--- config.mk ---
export PLATFORM = sky130hd
export DESIGN_NAME = ball_trail
export DESIGN_NICKNAME = d
export VERILOG_FILES = /design/src/rtl/ball_pkg.sv /design/src/rtl/trail_ring.sv /design/src/rtl/ball_trail.sv
export SDC_FILE = /design/constraint.sdc
export NUM_CORES = 1
export LEC_CHECK = 0
export BUFFER_PORTS_ARGS = -buffer_cell sky130_fd_sc_hd__buf_4
export CORE_AREA = 2 2 209 211
export CTS_CLUSTER_DIAMETER = 50
export DETAILED_ROUTE_END_ITERATION = 8
export DIE_AREA = 0 0 211 213
export PLACE_DENSITY = 0.74
export SYNTH_ARGS = -nofsm -noshare
export SYNTH_HDL_FRONTEND = slang
export SYNTH_SLANG_ARGS = --single-unit
--- constraint.sdc ---
create_clock -name frame_clk -period 21.7 [get_ports frame_clk]
set_clock_uncertainty 0.2 [all_clocks]
set_input_delay 4.34 -clock frame_clk [delete_from_list [all_inputs] [get_ports frame_clk]]
set_output_delay 4.34 -clock frame_clk [all_outputs]
set_load 0.05 [all_outputs]
--- src/rtl/ball_pkg.sv ---
// ball_pkg: shared ball position type, screen limits and trail square test
package ball_pkg;
  localparam logic [9:0] X_MAX = 10'd639;
  localparam logic [9:0] Y_MAX = 10'd479;
  typedef struct packed {
    logic [9:0] x;
    logic [9:0] y;
  } pos_t;
  function automatic logic near(input logic [9:0] a, input logic [9:0] b, input logic [10:0] r);
    logic [10:0] d;
    d = {1'b0, a} - {1'b0, b};
    return (d[10] ? -d : d) <= r;
  endfunction
endpackage

--- src/rtl/trail_ring.sv ---
// trail_ring: ring buffer of the last DEPTH distinct ball positions
module trail_ring
  import ball_pkg::*;
#(
  parameter int DEPTH = 8,
  localparam int AW = $clog2(DEPTH)
) (
  input  logic                frame_clk,
  input  logic                Reset,
  input  logic                clear,
  input  logic                wr_en,
  input  pos_t                wr_data,
  output pos_t [DEPTH-1:0]    ent_o,
  output logic [AW-1:0]       newest_o,
  output logic [AW:0]         count_o
);
  localparam int CW = AW + 1;
  localparam logic [AW:0] FULL = CW'(DEPTH);
  pos_t [DEPTH-1:0] ent_q;
  logic [AW-1:0] wr_ptr_q, wr_ptr_d;
  logic [AW:0] count_q, count_d;
  logic wr;
  assign newest_o = wr_ptr_q - AW'(1);
  assign ent_o = ent_q;
  assign count_o = count_q;
  // write unless cleared or repeating the newest stored position
  always_comb begin
    wr = wr_en && !clear && !(count_q != '0 && wr_data == ent_q[newest_o]);
    wr_ptr_d = clear ? '0 : wr ? wr_ptr_q + AW'(1) : wr_ptr_q;
    count_d = clear ? '0 : (wr && count_q != FULL) ? count_q + CW'(1) : count_q;
  end
  // pointer and fill level, async reset
  always_ff @(posedge frame_clk or posedge Reset) begin
    if (Reset) begin
      wr_ptr_q <= '0;
      count_q <= '0;
    end else begin
      wr_ptr_q <= wr_ptr_d;
      count_q <= count_d;
    end
  end
  // entry storage needs no reset, stale entries are masked by count
  always_ff @(posedge frame_clk) begin
    if (wr) ent_q[wr_ptr_q] <= wr_data;
  end
endmodule

--- src/rtl/ball_trail.sv ---
// ball_trail: samples ball position into a trail ring and hit-tests pixels against it
module ball_trail
  import ball_pkg::*;
#(
  parameter int DEPTH = 8,
  parameter int SAMPLE_DIV = 4,
  parameter int TRAIL_SIZE = 2,
  localparam int AW = $clog2(DEPTH)
) (
  input  logic          Reset,
  input  logic          frame_clk,
  input  logic          enable,
  input  logic          clear,
  input  logic [9:0]    BallX,
  input  logic [9:0]    BallY,
  input  logic [9:0]    DrawX,
  input  logic [9:0]    DrawY,
  output logic          is_trail,
  output logic [AW-1:0] trail_age,
  output logic [AW:0]   trail_count
);
  localparam int CW = AW + 1;
  localparam logic [3:0] DIV_LAST = 4'(SAMPLE_DIV - 1);
  localparam logic [10:0] R = 11'(TRAIL_SIZE);
  logic [3:0] div_q, div_d;
  logic sample;
  pos_t ball, e;
  pos_t [DEPTH-1:0] ent;
  logic [AW-1:0] newest;
  assign ball = '{x: BallX, y: BallY};
  // frame divider producing one sample event every SAMPLE_DIV enabled frames
  always_comb begin
    sample = enable && div_q == DIV_LAST;
    div_d = clear ? '0 : !enable ? div_q : sample ? '0 : div_q + 4'd1;
  end
  // divider register, async reset
  always_ff @(posedge frame_clk or posedge Reset) begin
    if (Reset) div_q <= '0;
    else div_q <= div_d;
  end
  trail_ring #(.DEPTH(DEPTH)) u_ring (
    .frame_clk(frame_clk),
    .Reset(Reset),
    .clear(clear),
    .wr_en(sample),
    .wr_data(ball),
    .ent_o(ent),
    .newest_o(newest),
    .count_o(trail_count)
  );
  // scan from oldest to newest so the youngest hit wins
  always_comb begin
    is_trail = 1'b0;
    trail_age = '0;
    e = '0;
    for (int a = DEPTH - 1; a >= 0; a--) begin
      e = ent[newest - AW'(a)];
      if (CW'(a) < trail_count && near(e.x, DrawX, R) && near(e.y, DrawY, R)) begin
        is_trail = 1'b1;
        trail_age = AW'(a);
      end
    end
  end
endmodule
# [After elaboration in Yosys (flattened, before gate mapping)]
# Cells that the tools add are included.
[totals] output_inout_bits=8 reg_bits=171 word_cells=185
[op_classes] n_eq_ne=3 mux=58 add_sub_neg=43 n_reduce_logical=28 magnitude_cmp=34
[ops] op="20-bit binary-select mux with 3-bit select" n=8
[ops] op="20-bit 2-to-1 mux" n=9
[ops] op="11-bit by 2-bit less-or-equal comparator with 1-bit output, second input constant" n=16
[ops] op="11-bit 2-to-1 mux" n=16
[ops] op="11-bit negator" n=16
[ops] op="10-bit by 10-bit subtractor with 11-bit output" n=16
[ops] op="160-bit bitwise mux" n=1
[ops] op="20-bit demux with 3-bit select" n=1
[ops] op="3-bit by 4-bit less-than comparator with 1-bit output, second input constant" n=9
[ops] op="3-bit 2-to-1 mux" n=10
[ops] op="1-bit logical AND" n=22
[ops] op="20-bit == test" n=1
[ops] op="4-bit 2-to-1 mux" n=5
[ops] op="3-bit by 4-bit less-than comparator with 1-bit output, first input constant" n=4
[ops] op="3-bit subtractor, second input constant" n=4
[ops] op="4-bit by 1-bit adder with 4-bit output, second input constant" n=2
[ops] op="1-bit by 4-bit less-than comparator with 1-bit output, first input constant" n=2
[ops] op="2-bit by 4-bit less-than comparator with 1-bit output, first input constant" n=2
[ops] op="1-bit 2-to-1 mux" n=8
[ops] op="2-bit nonzero test" n=3
[ops] op="3-bit by 1-bit subtractor with 3-bit output, second input constant" n=2
[ops] op="3-bit by 2-bit subtractor with 3-bit output, second input constant" n=2
[ops] op="4-bit by 2-bit == test with 1-bit output, second input constant" n=1
[ops] op="4-bit != test, second input constant" n=1
[ops] op="other kinds (4)" n=5

# [Logic depth before layout (Yosys ltp)]
# Gate-level depths: netlist (run 1).
[logic_depth] depth_word=18 ltp_mapped=30 mapped_depth_nobuf=18

# [By module]
# A second synthesis (run 1) with hierarchy kept.
[hier_totals] cells_unflattened=2550 hier_area_um2=24035.6
[modules_own_cells] mod="ball_trail" n_inst=1 cells_each=2193 area_each_um2=17057.6
[modules_own_cells] mod="trail_ring" n_inst=1 cells_each=357 area_each_um2=6977.9

# [Worst setup path after synthesis (run 1)]
# No wires, ideal clock.
[synth_path] path_kind="register -> output" from="register u_ring.wr_ptr_q[0]" to="output port trail_age[1]" stages_incl_launch_ff=28 required_ns=17.160 path_slack_ns=8.989 arrival_ns=8.171 n_path_buf=10 path_cell_list="dfrtp_1 buf_2 buf_2 clkinv_1 buf_2 buf_1 clkbuf_1 ha_1 clkbuf_1 buf_2 clkbuf_1 xor2_1 clkbuf_1 clkbuf_1 mux2i_1 ha_1 fa_1 nand2b_1 a211o_1 a21bo_1 and3_1 or4_1 a221oi_1 o221ai_1 or4_1 o31ai_2 nand2b_1 a31oi_1"
[synth_via] elab_chain_len=18
[synth_rtl] item="start, declared" line_no="trail_ring.sv:20" text="logic [AW-1:0] wr_ptr_q, wr_ptr_d;"
[synth_rtl] item="start signal, assigned" line_no="trail_ring.sv:38" text="wr_ptr_q <= wr_ptr_d;"
[synth_rtl] item="3-bit by 1-bit subtractor with 3-bit output (*)" line_no="trail_ring.sv:23" text="assign newest_o = wr_ptr_q - AW'(1);"
[synth_rtl] item="3-bit subtractor" line_no="ball_trail.sv:57" text="e = ent[newest - AW'(a)];"
[synth_rtl] item="20-bit binary-select mux with 3-bit select" line_no="ball_trail.sv:57"
[synth_rtl] item="20-bit 2-to-1 mux (not written as such)" line_no="ball_trail.sv:57"
[synth_rtl] item="10-bit by 10-bit subtractor with 11-bit output" line_no="ball_pkg.sv:11" text="d = {1'b0, a} - {1'b0, b};"
[synth_rtl] item="11-bit negator" line_no="ball_pkg.sv:12" text="return (d[10] ? -d : d) <= r;"
[synth_rtl] item="11-bit 2-to-1 mux" line_no="ball_pkg.sv:12"
[synth_rtl] item="11-bit by 2-bit less-or-equal comparator with 1-bit output" line_no="ball_pkg.sv:12"
[synth_rtl] item="1-bit logical AND (2 in series)" line_no="ball_trail.sv:58" text="if (CW'(a) < trail_count && near(e.x, DrawX, R) && near(e.y, DrawY, R)) begin"
[synth_rtl] item="3-bit 2-to-1 mux (7 in series)" line_no="ball_trail.sv:58"
[synth_rtl] item="3-bit 2-to-1 mux (*)" line_no="ball_trail.sv:58"
[synth_rtl] item="end, declared" line_no="ball_trail.sv:19" text="output logic [AW-1:0] trail_age,"
# Every way passes the cells marked *; elsewhere a longest branch is shown, timed or not. The select of a mux whose other input is x is not followed.

# [Final worst setup path (run 1)]
[layout_path] from="register u_ring.wr_ptr_q[0]" to="output port is_trail"
[layout_via] elab_chain_len=18
[layout_rtl] item="3-bit by 1-bit subtractor with 3-bit output (*)" line_no="trail_ring.sv:23"
[layout_rtl] item="3-bit subtractor" line_no="ball_trail.sv:57"
[layout_rtl] item="20-bit binary-select mux with 3-bit select" line_no="ball_trail.sv:57"
[layout_rtl] item="20-bit 2-to-1 mux (not written as such)" line_no="ball_trail.sv:57"
[layout_rtl] item="10-bit by 10-bit subtractor with 11-bit output" line_no="ball_pkg.sv:11"
[layout_rtl] item="11-bit negator" line_no="ball_pkg.sv:12"
[layout_rtl] item="11-bit 2-to-1 mux" line_no="ball_pkg.sv:12"
[layout_rtl] item="11-bit by 2-bit less-or-equal comparator with 1-bit output" line_no="ball_pkg.sv:12"
[layout_rtl] item="1-bit logical AND (2 in series)" line_no="ball_trail.sv:58"
[layout_rtl] item="1-bit 2-to-1 mux (7 in series)" line_no="ball_trail.sv:58"
[layout_rtl] item="1-bit 2-to-1 mux (*)" line_no="ball_trail.sv:58"
[layout_rtl] item="end, declared" line_no="ball_trail.sv:18" text="output logic is_trail,"
# Marked as above.

==> results of run 1 <==
area by class of cell:
type                       count  area (um^2)
multi-input combinational   2063        17400
clock inverter                13          105
tap                          546          683
antenna                        3         7.51
clock buffer                  19          464
sequential                   171         5080
inverter                     109          410
fill                        3537        18100
timing repair buffer          66          495
how the worst min path moves through the flow:
stage	cells past startpoint	to	start
global route	2	div_q[1]	div_q[1]
finish	2	div_q[1]	div_q[1]
detailed placement	2	div_q[3]	div_q[3]
CTS	2	div_q[3]	div_q[3]
global placement	2	div_q[1]	div_q[1]
floorplan	2	div_q[1]	div_q[1]
critical path: stages, from the launching register on:
cell,delay [ns]
dfrtp_4,0.81
clkinv_2,0.78
ha_4,1.11
buf_4,0.82
buf_4,0.91
mux2_2,0.46
mux4_2,0.54
ha_1,0.38
nor2b_1,0.20
o2111a_1,0.25
o211ai_1,0.11
a21oi_1,0.67
a41oi_1,0.14
o32ai_1,0.32
nand2_1,0.09
or4_1,0.49
or4_1,0.49
nand4_1,0.15
or3_1,0.12
buf_4,0.19
metal layers:
layer	up-vias	share of wire, %	wire length [um]
li1	9464	-	-
met5	-	0.032	23
met2	1118	44	31800
met3	156	10	7230
met4	4	4.1	2920
met1	10000	42	29800
state kept, by name, summed over array words and instances, names as in the netlist:
signal,count
div_q,4
u_ring.ent_o,160
u_ring.count_o,4
u_ring.wr_ptr_q,3
per-stage QoR:
| stage | utilization [%] | cells | hold slack [ns] | instance area [um^2] |
|---|---|---|---|---|
| after CTS | 57.6 | 2987 | 0.371 | 24600 |
| after global placement | 56.3 | 2955 | 0.335 | 24000 |
| after floorplan | - | 2433 | 0.313 | 23100 |
| after detailed placement | 56.3 | 2955 | 0.354 | 24000 |
| after global routing | 57.6 | 2987 | 0.398 | 24600 |
| final | 57.7 | 2990 | 0.370 | 24600 |
where the power goes:
group / total, mW / internal (mW) / switching, mW
Sequential: 0.362 / 0.361 / 0.000937
Clock: 0.299 / 0.159 / 0.140
Combinational: 0.396 / 0.156 / 0.240
Total: 1.06 / 0.675 / 0.381
synthesized netlist by cell type (all sizes together), types with 8 or more instances:
master   instances
nand2b          39
o31a             9
xor2            69
o21a            32
inv            108
a21o            51
o22ai           11
mux2i          167
dfrtp           11
a211oi          27
or2             13
or4             11
and2            21
mux2           152
nand3b          13
or3             27
nor3            62
o211ai          17
nor4            19
nand2          145
buf             29
a31oi           27
o31ai           11
nor3b           23
a2111oi         10
nor2b           37
clkbuf          61
edfxtp         160
ha             199
nand3           46
o21bai          13
fa              16
a21oi          124
a21boi          16
o21ai          152
o221ai           8
nor2           151
mux4            94
nand4           19
and3            18
xnor2           62
o2111ai         16
cell families (layout without fill, tap and decap cells):
| logic type | count (synthesis) | after routing | share of synthesized area [%] |
|---|---|---|---|
| compound gates | 633 | 633 | 18.7 |
| xor+xnor | 131 | 131 | 5.00 |
| flops | 171 | 171 | 22.0 |
| other cells | 0 | 3 | 0 |
| mux | 413 | 413 | 23.8 |
| fa+ha+maj | 215 | 215 | 12.2 |
| buf+inv | 199 | 207 | 3.32 |
| simple gates | 671 | 671 | 15.1 |
==> impl_metrics.yaml, run 1 <==
logic_synthesis:
  synth_nets: 2692
  synth_top_area_share_pct: 20.8
  synth-edff-count: 160
  async_reset_ff_share_pct: 6.43
  synth_area_leaders: "edfxtp_1 (21%), ha_1 (11%), mux4_2 (9.2%)"
  ys_seq_area_share_pct: 22.0
  ys_warn_count: 0
  synth_seq_cells: 171
  synth_cells: 2433
  synth_area_um2: 23100
  yosysUniqueCellTypes: 102
  syn_avg_cell_area_um2: 9.50
  synth_flop_cell: "edfxtp_1"
  synth_largest_area_cell: "edfxtp_1"
die:
  fp-row-count: 76
  fp.coreArea_um2: 42700
  ios: 52
  die-area_um2: 44900
  die_w_um: 211
  fp.dieH_um: 213
  initial_core_util_pct: 54.1
global_route:
  antenna_found_initial: 2
  use_met3_pct: 5.41
  grt_max_degree: 74
  grt_use_total_pct: 31.6
  grt_util_met2_pct: 49.4
  busiest_layer: "met2"
  grt_remaining_overflow: 0
  grt_util_met1_pct: 43.5
  grt_pass1_vias: 18800
  grt_pass1_wl_um: 109000
finish:
  nets: 2687
  final_cell_mix: "ha_1 (198), mux2i_1 (167), edfxtp_1 (160)"
  drive_gt1_share_pct: 16.1
  mostFrequentLayoutCell: "ha_1"
  area_growth_pct: 6.49
timing:
  timing.final.ws_setup_ns: 7.50
  period_minus_slack_ns: 14.20
  max_freq_ghz: 0.0704
  setup_tns_ns: 0
  drv_slew: 0
  rsz0062_at_grt: "false"
  worst_pin_slew_ns: 1.20
  slew_headroom_pct: 19.9
  min_period_over_period_pct: 65.4
  finalHoldViolations: 0
  setup_viol: 0
critical_path:
  arrival_ns: 9.66
  cp-endpoint: "is_trail"
  r2r-start: "u_ring.wr_ptr_q[0]"
  cp_max_fo: 73
  reg2reg_slack_ns: 13.30
  r2r_end: "u_ring.ent_o[1]"
  required_ns: 17.16
  critPathLaunchType: "flip-flop"
  critPathLaunch: "u_ring.wr_ptr_q[0]"
  criticalPathCategory: "flip-flop to output port"
  critPathCaptureType: "output port"
  rr_worst_depth: 15
power:
  ir_drop_v: 0.0000665
  total_power_mw: 1.06
  leakagePower_nw: 9.14
  power_density_nw_per_um2: 42.9
clock_network:
  ctsResizeCount: 0
  cts.sink_count: 171
  numCtsBuffers: 17
  clock_path_buffers: 2
  cts_setup_buffers: 0
  insertion_delay_ns: 0.47
  tritoncts: "yes"
  clkTransAtPathRegs_ns: 0.07
  cts-root-buf: "clkbuf_16"
  cts_max_level: 4
  cts.hold.buffers_added: 0
outcome:
  status: "completed"
route:
  vias_per_cell: 6.95
  first_pass_iters: 6
  wl_per_cell_um: 24.0
  routed_wl_um: 71800
  drc: 0
  drt_iter0_markers: 2403
  route.vias.total: 20800
  antenna_left: 0
place:
  place.gp.congestion: 0.978
  portBuffers: 51
  dp_slack_ns: 8.19
  dp_hpwl_um: 55100
min_path:
  hp-class: "flip-flop to flip-flop"
run:
  cap_violations: 0
No activity file was read; power rests on OpenSTA's default activity.
==> inputs of run 2 (changes only) <==
- PLACE_DENSITY: 0.74 -> 0.76
- clock period: 21.7 -> 11.9 ns (I/O delays scaled with it)
==> run 2 against run 1 <==
Net effect:
- global-route usage is 0.56 points higher
- non-clock buffer count is 5 higher
- hold slack worse by 0.0027 ns
- flip-flop and latch count stayed put
- sequential share of layout area is 0.068 points lower
- clock power is 89% higher
- design area is 0.33% higher
- critical path type unchanged
- largest power group unchanged
==> impl_metrics.yaml, run 2 (synthesis results as in run 1) <==
clock_network:
  cts.sink_count: 171
  cts_setup_buffers: 0
  cts_max_level: 4
  clock_path_buffers: 2
  numCtsBuffers: 17
  ctsResizeCount: 0
  clkTransAtPathRegs_ns: 0.06
  cts.hold.buffers_added: 0
  cts-root-buf: "clkbuf_16"
  tritoncts: "yes"
  insertion_delay_ns: 0.45
run:
  cap_violations: 0
place:
  dp_hpwl_um: 55500
  place_inst: 2960
  portBuffers: 51
  placed_cell_area_um2: 24100
  place.gp.congestion: 0.974
  dp_slack_ns: 2.15
power:
  seq_power_share_pct: 33.7
  leakagePower_nw: 9.17
  power_switching_uw: 701
  power.internal_mw: 1.26
  power_density_nw_per_um2: 79.2
  pwr-share-clk_pct: 28.9
  total_power_mw: 1.96
  ir_drop_v: 0.000107
  combPwrFrac_pct: 37.4
  switching_share_pct: 35.8
timing:
  worst_pin_slew_ns: 1.05
  drv_slew: 0
  min_period_over_period_pct: 87.5
  slew_headroom_pct: 29.8
  whs_ns: 0.367
  setup_viol: 0
  rsz0062_at_grt: "false"
  setup_tns_ns: 0
  finalHoldViolations: 0
  period_minus_slack_ns: 10.41
  timing.final.ws_setup_ns: 1.49
  max_freq_ghz: 0.0960
global_route:
  grt_use_total_pct: 32.1
  grt_max_degree: 79
  grt_remaining_overflow: 0
  grt_pass1_wl_um: 111000
  antenna_found_initial: 2
  grt_pass1_vias: 19300
finish:
  mostFrequentLayoutCell: "ha_1"
  area_growth_pct: 6.84
  final_core_util_pct: 57.8
  fill_cells: 3586
  regArea_um2: 5080
  final_cell_mix: "ha_1 (198), mux2i_1 (167), edfxtp_1 (160)"
  largest_reg_flops: 160
  final_area_um2: 24700
  fin_cells: 2995
  nets: 2692
  drive_gt1_share_pct: 16.1
  multiInputGateArea_um2: 17400
die:
  fp.dieH_um: 213
  fp-row-count: 76
  fp.coreArea_um2: 42700
  die_w_um: 211
  initial_core_util_pct: 54.1
  die-area_um2: 44900
  ios: 52
route:
  drt_iter0_markers: 2486
  wl_met1_um: 29800
  first_pass_iters: 6
  wl_met2_um: 32300
  vias_per_cell: 6.98
  drc: 0
  wl_per_cell_um: 24.2
  route.vias.total: 20900
  wl_met3_um: 7650
  antenna_left: 0
  routed_wl_um: 72500
  dr.max_layer_used: "met4"
outcome:
  status: "completed"
critical_path:
  critical-path-slowest-cell: "ha_4"
  reg2reg_slack_ns: 5.47
  critPathLaunchType: "flip-flop"
  critPathCaptureType: "output port"
  worst_path_largest_cell_delay_ns: 1.00
  path_cells: "clkinv_2, ha_4, buf_12, mux2_2, mux4_2, ha_1, inv_1, a311o_1, a311oi_1, nand2_1, or3_1, o41ai_1, o21ai_0, a211oi_1, nand4_1, nand4_1, or3_1, buf_4"
  arrival_ns: 7.83
  required_ns: 9.32
  criticalPathCategory: "flip-flop to output port"
  cp_max_fo: 66
min_path:
  hp-class: "flip-flop to flip-flop"
[run 2: layout make-up]
cell class / count / area share, %
tap: 546 / 2.77
timing repair buffer: 71 / 2.26
clock buffer: 17 / 1.72
multi-input combinational: 2063 / 70.3
clock inverter: 15 / 0.664
sequential: 171 / 20.6
inverter: 109 / 1.66
antenna: 3 / 0.0304
[run 2: per-layer routing]
layer | up-vias | GRT usage, %
met5 | - | 0
met4 | 0 | 11.5
met3 | 160 | 5.85
met2 | 1146 | 50.9
met1 | 10100 | 44.2
li1 | 9469 | -
[run 2: worst paths after layout]
check | endpoint | from | cells after the start
max | is_trail | u_ring.wr_ptr_q[0] | 18
max reg2reg | u_ring.ent_o[109] | u_ring.wr_ptr_q[0] | 13
min in group asynchronous | u_ring.count_o[3] | Reset | 2
min reg2reg | div_q[1] | div_q[1] | 2
max in group asynchronous | u_ring.wr_ptr_q[0] | Reset | 2
min | div_q[1] | div_q[1] | 2
[run 2: worst max-delay path: cells and delay by family (launching register included)]
| family | cells | cell delay (ns) |
|---|---|---|
| AOI/OAI and AO/OA | 5 | 1.88 |
| adders and majority gates | 2 | 1.44 |
| buffers and inverters | 4 | 0.84 |
| DFF | 1 | 0.98 |
| muxes | 2 | 0.92 |
| and+or+nand+nor | 5 | 1.26 |
[run 2: power groups by stage]
stage	clock network (mW)	registers, mW	logic, mW
3_3_place_gp	0	0.673	0.691
6_report	0.566	0.660	0.731
3_5_place_dp	0	0.673	0.709
4_1_cts	0.569	0.660	0.713
2_1_floorplan	0	0.672	0.533
5_1_grt	0.588	0.660	0.800
